==> config.mk <==
export PLATFORM = sky130hd
export DESIGN_NAME = dataint_crc_stream
export DESIGN_NICKNAME = d
export VERILOG_FILES = /design/src/rtl/dataint_crc_pkg.sv /design/src/rtl/dataint_crc_xor_shift_cascade.sv /design/src/rtl/dataint_crc_stream.sv
export SDC_FILE = /design/constraint.sdc
export NUM_CORES = 2
export LEC_CHECK = 0
export ABC_CLOCK_PERIOD_IN_PS = 39000
export CAP_MARGIN = 20
export CORE_MARGIN = 2
export CORE_UTILIZATION = 45
export CTS_CLUSTER_SIZE = 40
export DETAILED_ROUTE_END_ITERATION = 16
export GPL_TIMING_DRIVEN = 0
export MAX_ROUTING_LAYER = met4
export PLACE_DENSITY_LB_ADDON = 0.2
export SYNTH_ARGS = -nofsm -noshare
export SYNTH_HDL_FRONTEND = slang
export SYNTH_HIERARCHICAL = 1
export SYNTH_SLANG_ARGS = --single-unit
export TNS_END_PERCENT = 5
==> constraint.sdc <==
create_clock -name i_clk -period 39 [get_ports i_clk]
set_clock_uncertainty 0.05 [all_clocks]
set_input_delay 3.9 -clock i_clk [delete_from_list [all_inputs] [get_ports i_clk]]
set_output_delay 3.9 -clock i_clk [all_outputs]
set_load 0.1 [all_outputs]
==> src/rtl/dataint_crc_pkg.sv <==
// Shared state type and byte-mask/bit-order helpers for the dataint CRC stream engine.
// Helpers take 64-bit operands; callers zero-extend narrower values.
package dataint_crc_pkg;

    typedef enum logic [1:0] {
        IDLE  = 2'd0,
        ACCUM = 2'd1,
        HOLD  = 2'd2
    } crc_state_e;

    localparam int MAX_W = 64;

    function automatic int keep_to_count(input logic [MAX_W-1:0] keep);
        int   cnt;
        logic run;
        cnt = 0;
        run = 1'b1;
        for (int i = 0; i < MAX_W; i++) begin
            run = run & keep[i];
            if (run) cnt++;
        end
        return cnt;
    endfunction

    function automatic logic keep_is_contig(input logic [MAX_W-1:0] keep);
        logic seen_zero;
        logic ok;
        seen_zero = 1'b0;
        ok        = 1'b1;
        for (int i = 0; i < MAX_W; i++) begin
            if (!keep[i]) seen_zero = 1'b1;
            else if (seen_zero) ok = 1'b0;
        end
        return ok;
    endfunction

    function automatic logic [MAX_W-1:0] reflect(input logic [MAX_W-1:0] value, input int width);
        logic [MAX_W-1:0] r;
        r = '0;
        for (int i = 0; i < MAX_W; i++) begin
            if (i < width) r[i] = value[6'(width - 1 - i)];
        end
        return r;
    endfunction

endpackage

==> src/rtl/dataint_crc_xor_shift_cascade.sv <==
// One-byte CRC update stage (MSB-first shift register, optional input byte reflection).
// Latency: purely combinational.
// Backpressure: none; chained by the stream engine.
module dataint_crc_xor_shift_cascade #(
    parameter int CRC_WIDTH = 32,
    parameter int REFIN     = 1
) (
    input  logic [CRC_WIDTH-1:0] poly_i,
    input  logic [CRC_WIDTH-1:0] crc_i,
    input  logic [7:0]           data_i,
    output logic [CRC_WIDTH-1:0] crc_o
);

    logic [7:0]           byte_w;
    logic [CRC_WIDTH-1:0] c;

    always_comb begin
        byte_w = data_i;
        if (REFIN != 0) begin
            for (int i = 0; i < 8; i++) byte_w[i] = data_i[7-i];
        end
        c = crc_i;
        for (int i = 7; i >= 0; i--) begin
            if (c[CRC_WIDTH-1] ^ byte_w[i]) c = (c << 1) ^ poly_i;
            else                            c = c << 1;
        end
        crc_o = c;
    end

endmodule

==> src/rtl/dataint_crc_stream.sv <==
// Framed valid/ready CRC engine; DATAINT_CRC_STREAM_CHECK_EN adds an expected-CRC compare.
// Latency: o_crc_valid one cycle after the accepted last beat.
// Backpressure: o_ready is low while a result waits in HOLD for i_crc_ready.
module dataint_crc_stream
    import dataint_crc_pkg::*;
#(
    parameter int DATA_WIDTH = 64,
    parameter int CHUNKS     = DATA_WIDTH / 8,
    parameter int CRC_WIDTH  = 32,
    parameter int REFIN      = 1,
    parameter int REFOUT     = 1
) (
    input  logic                  i_clk,
    input  logic                  i_rst_n,
    input  logic [CRC_WIDTH-1:0]  POLY,
    input  logic [CRC_WIDTH-1:0]  POLY_INIT,
    input  logic [CRC_WIDTH-1:0]  XOROUT,
    input  logic                  i_valid,
    output logic                  o_ready,
    input  logic [DATA_WIDTH-1:0] i_data,
    input  logic [CHUNKS-1:0]     i_keep,
    input  logic                  i_first,
    input  logic                  i_last,
    output logic                  o_crc_valid,
    input  logic                  i_crc_ready,
    output logic [CRC_WIDTH-1:0]  o_crc,
    output logic                  o_busy,
    output logic                  o_keep_err
`ifdef DATAINT_CRC_STREAM_CHECK_EN
    ,
    input  logic [CRC_WIDTH-1:0]  i_expected_crc,
    output logic                  o_crc_match
`endif
);

    crc_state_e           state_q, state_d;
    logic [CRC_WIDTH-1:0] crc_q, crc_d;
    logic [CRC_WIDTH-1:0] out_crc_q, out_crc_d;
    logic                 out_vld_q, out_vld_d;
    logic                 keep_err_q, keep_err_d;

    logic                 accept_w;
    logic [CRC_WIDTH-1:0] seed_w;
    logic [CRC_WIDTH-1:0] sel_w;
    logic [CRC_WIDTH-1:0] fin_w;
    logic [CRC_WIDTH-1:0] stage_w [CHUNKS+1];
    int                   nbytes_w;

    assign o_ready  = !out_vld_q;
    assign accept_w = i_valid && o_ready;
    assign seed_w   = (i_first || state_q == IDLE) ? POLY_INIT : crc_q;
    assign nbytes_w = keep_to_count(MAX_W'(i_keep));
    assign stage_w[0] = seed_w;

    for (genvar g = 0; g < CHUNKS; g++) begin : g_byte
        dataint_crc_xor_shift_cascade #(
            .CRC_WIDTH (CRC_WIDTH),
            .REFIN     (REFIN)
        ) u_stage (
            .poly_i (POLY),
            .crc_i  (stage_w[g]),
            .data_i (i_data[8*g +: 8]),
            .crc_o  (stage_w[g+1])
        );
    end

    // Tap n of the cascade holds the CRC after the n contiguous kept bytes.
    always_comb begin
        sel_w = seed_w;
        for (int k = 0; k <= CHUNKS; k++) begin
            if (k == nbytes_w) sel_w = stage_w[k];
        end
        if (REFOUT != 0) fin_w = CRC_WIDTH'(reflect(MAX_W'(sel_w), CRC_WIDTH)) ^ XOROUT;
        else             fin_w = sel_w ^ XOROUT;
    end

    always_comb begin
        state_d    = state_q;
        crc_d      = crc_q;
        out_crc_d  = out_crc_q;
        out_vld_d  = out_vld_q;
        keep_err_d = accept_w && !keep_is_contig(MAX_W'(i_keep));
        case (state_q)
            IDLE, ACCUM: if (accept_w) state_d = i_last ? HOLD : ACCUM;
            HOLD:        if (i_crc_ready) state_d = IDLE;
            default:     state_d = IDLE;
        endcase
        if (accept_w) begin
            crc_d = i_last ? POLY_INIT : sel_w;
            if (i_last) begin
                out_crc_d = fin_w;
                out_vld_d = 1'b1;
            end
        end else if (out_vld_q && i_crc_ready) begin
            out_vld_d = 1'b0;
        end
    end

    // crc_q resets to 0: in IDLE the cascade is always seeded from POLY_INIT.
    always_ff @(posedge i_clk or negedge i_rst_n) begin
        if (!i_rst_n) begin
            state_q    <= IDLE;
            crc_q      <= '0;
            out_crc_q  <= '0;
            out_vld_q  <= 1'b0;
            keep_err_q <= 1'b0;
        end else begin
            state_q    <= state_d;
            crc_q      <= crc_d;
            out_crc_q  <= out_crc_d;
            out_vld_q  <= out_vld_d;
            keep_err_q <= keep_err_d;
        end
    end

    assign o_crc       = out_crc_q;
    assign o_crc_valid = out_vld_q;
    assign o_busy      = (state_q != IDLE);
    assign o_keep_err  = keep_err_q;

`ifdef DATAINT_CRC_STREAM_CHECK_EN
    logic match_q;

    always_ff @(posedge i_clk or negedge i_rst_n) begin
        if (!i_rst_n)                 match_q <= 1'b0;
        else if (accept_w && i_last)  match_q <= (fin_w == i_expected_crc);
    end

    assign o_crc_match = match_q;
`endif

endmodule

==> impl_metrics.csv <==
group,metric,value,unit
flow_run,maxCapViolCount,0,
synth,ys_ff_latch,68,
clock_network,clk_pin_slew,0.06,ns
sta,worst_slack,1.514,ns
synth,seq_area_frac_synth,4.001,%
cells_and_area,drive_above_1_share,5.538,%
synth,synthFlopType,"dfrtp_1",
clock_network,h-tree-depth,3,
drt,first_iter_violations,5304,
placement,place.gp.congestion,1.026,
sta,tns,0,ns
clock_network,holdBufCountCts,0,
cells_and_area,area_growth,10.21,%
synth,synth_cell_types,88,
synth,synthSimpleGateAreaFrac,29.93,%
drt,drc,0,
floorplanning,die_w,311.4,um
synth,synth_edf_count,0,
setup_path,worstSetupPathType,"in2reg",
floorplanning,fp-row-count,112,
synth,async_flop_share,100.0,%
grt,grt_pass1_vias,39110,
cells_and_area,layout_commonest_cell,"nand2_1",
sta,rsz0062_at_grt,"no",
setup_path,worstRegToRegCells,112,
setup_path,critPathLaunch,"i_first",
synth,netlist_area,0.04253,mm2
placement,hpwl,133100,um
floorplanning,core_area,0.09347,mm2
setup_path,worstReg2RegEnd,"o_crc[25]$_DFFE_PN0P_",
setup_path,end_kind,"flip-flop",
drt,post_drt_wl_per_cell,23.94,um
setup_path,crit_fanout,10,
sta,hold_viol,0,
setup_path,critPathArrivalTime,37.65,ns
placement,place_ws,-0.5967,ns
synth,synthMuxAreaShare,3.074,%
synth,synth_nets,5986,
cells_and_area,fillers,9492,
clock_network,cts_max_path_buffers,2,
synth,yosysWarnings,6,
clock_network,clk_latency,0.34,ns
setup_path,cp.required,39.17,ns
synth,synth_fa_ha_area_share,0.1706,%
sta,fmax,0.02668,GHz
clock_network,ctsResizeCount,2,
synth,synth_area_per_cell,7.324,um2
setup_path,startpoint_type,"primary input",
cells_and_area,multi_input_area,0.03900,mm2
setup_path,critPathMostFrequentCell,"xnor2_2",
grt,grt_max_degree,65,
clock_network,cts_tree,"yes",
run_status,outcome,"complete, no violations",
synth,synth_cells,5807,
cells_and_area,nNetsFinal,6205,
cells_and_area,final_cell_mix,"nand2_1, xnor2_1, clkbuf_1",
drt,wl,174500,um
clock_network,clock-root-buffer,"clkbuf_16",
clock_network,post_cts_buffers,0,
floorplanning,io_pins,210,
worst_hold_path,hold_path_class,"reg2reg",
placement,io_buffers,200,
floorplanning,die_h,311.4,um
setup_path,cpMaxStageDelayCell,"xnor3_2",
grt,grt_first_pass_wirelength,258100,um
cells_and_area,register_area,0.001702,mm2
drt,avgViaCountPerCell,5.934,
sta,finalSetupViolations,0,
setup_path,max_stage_delay,0.57,ns
setup_path,crit_buf_inv,18,
synth,synth_xor_area_share,45.61,%
sta,fin_crit_sh,96.12,%
clock_network,clock-sinks,68,
worst_hold_path,holdPathStages,2,
setup_path,regToRegStartpoint,"state_q[1]$_DFFE_PN0P_",
clock_network,cts_buffers,9,
sta,fin_crit,37.49,ns
worst_hold_path,hold_end,"o_crc[29]$_DFFE_PN0P_",
synth,synth_compound_area_share,12.22,%
drt,firstDrtPassIters,8,
setup_path,cpLargestDelayFamily,"XOR/XNOR gates",
drt,antenna_left,0,
sta,final_max_slew_viol_count,0,
grt,antenna_found_initial,7,
floorplanning,die-area,0.09699,mm2
worst_hold_path,min-delay-start,"o_crc[29]$_DFFE_PN0P_",
drt,dr_total_vias,43260,
grt,gr-total-overflow,0,
sta,worst_pin_slew,1.081,ns
grt,gr-usage-all-layers,35.43,%
synth,synth_top_family_by_area,"XOR/XNOR gates",
sta,maxSlewHeadroom,27.92,%
setup_path,timing.reg2reg.setup_slack,4.78,ns
floorplanning,start_util,45.50,%
per-layer routing:
layer | GRT usage [%] | wire, um | up-vias
met5 | - | 0 | -
met4 | 10.23 | 6375 | 0
met3 | 4.605 | 17160 | 255
met2 | 52.53 | 74840 | 2164
met1 | 50.04 | 76170 | 20770
li1 | - | - | 20080
kinds of logic (layout without fill, tap and decap cells):
logic type / after synthesis / after routing
buffers and inverters: 499 / 723
other: 0 / 6
xor gates and xnor gates: 1777 / 1777
muxes: 124 / 124
adders and majority gates: 6 / 6
DFF: 68 / 68
AOI/OAI and AO/OA: 730 / 730
and+or+nand+nor: 2603 / 2603
worst min-delay path: cells and delay by family, from the launching register on:
| family | cells | cell delay (ns) |
|---|---|---|
| simple gates | 2 | 0.10 |
| flops | 1 | 0.36 |
metrics by stage:
| step | hold WS [ns] | cells | instance area (um2) | utilization (%) |
|---|---|---|---|---|
| after floorplan | 0.3916 | 5807 | 42530 | - |
| after global placement | 0.4013 | 7261 | 46100 | 49.33 |
| after detailed placement | 0.4225 | 7272 | 46230 | 49.46 |
| after CTS | 0.4315 | 7288 | 46590 | 49.84 |
| after global routing | 0.4562 | 7290 | 46870 | 50.15 |
| final | 0.4356 | 7291 | 46880 | 50.15 |
area by class of cell:
| type | instances | area share, % |
|---|---|---|
| Multi-Input combinational cell | 5240 | 83.20 |
| Timing Repair Buffer | 211 | 4.543 |
| Buffer | 424 | 3.945 |
| Sequential cell | 68 | 3.630 |
| Tap cell | 1254 | 3.347 |
| Inverter | 72 | 0.5765 |
| Clock buffer | 10 | 0.4885 |
| Clock inverter | 6 | 0.2402 |
| Antenna cell | 6 | 0.03203 |
state kept, by name, summed over array words and instances, names as in the netlist:
name	flops
o_crc	32
o_keep_err	1
crc_q	32
state_q	2
o_crc_valid	1
Yosys cell counts (all sizes together) (56+ instances only):
library cell | instances | share of area [%]
and3b | 210 | 4.3
xnor2 | 1249 | 26
clkbuf | 293 | 2.6
a31oi | 56 | 0.96
buf | 134 | 1.8
mux2i | 71 | 1.7
nor2 | 101 | 0.91
a221oi | 64 | 1.4
dfrtp | 68 | 4.0
xnor3 | 248 | 13
and3 | 269 | 4.1
xor2 | 264 | 5.6
nand3b | 56 | 0.99
nor3 | 60 | 0.73
o21ai | 180 | 2.2
nand2 | 1600 | 14
a21oi | 87 | 1.0
inv | 71 | 0.63
worst max-delay path by stage:
stage                                  endpoint  slack [ns]  depth (start not counted)
after CTS                 o_crc[25]$_DFFE_PN0P_        0.19                        114
after global routing      o_crc[18]$_DFFE_PN0P_        0.02                        114
after detailed placement  o_crc[25]$_DFFE_PN0P_       -0.60                        114
after global placement    o_crc[25]$_DFFE_PN0P_       -0.80                        110
after floorplan           o_crc[15]$_DFFE_PN0P_        7.46                        120
final                     o_crc[25]$_DFFE_PN0P_        1.51                        112
Power is left out: the tool's default activity adds up to more than one toggle a clock period on the data nets, which glitch-free logic cannot reach.
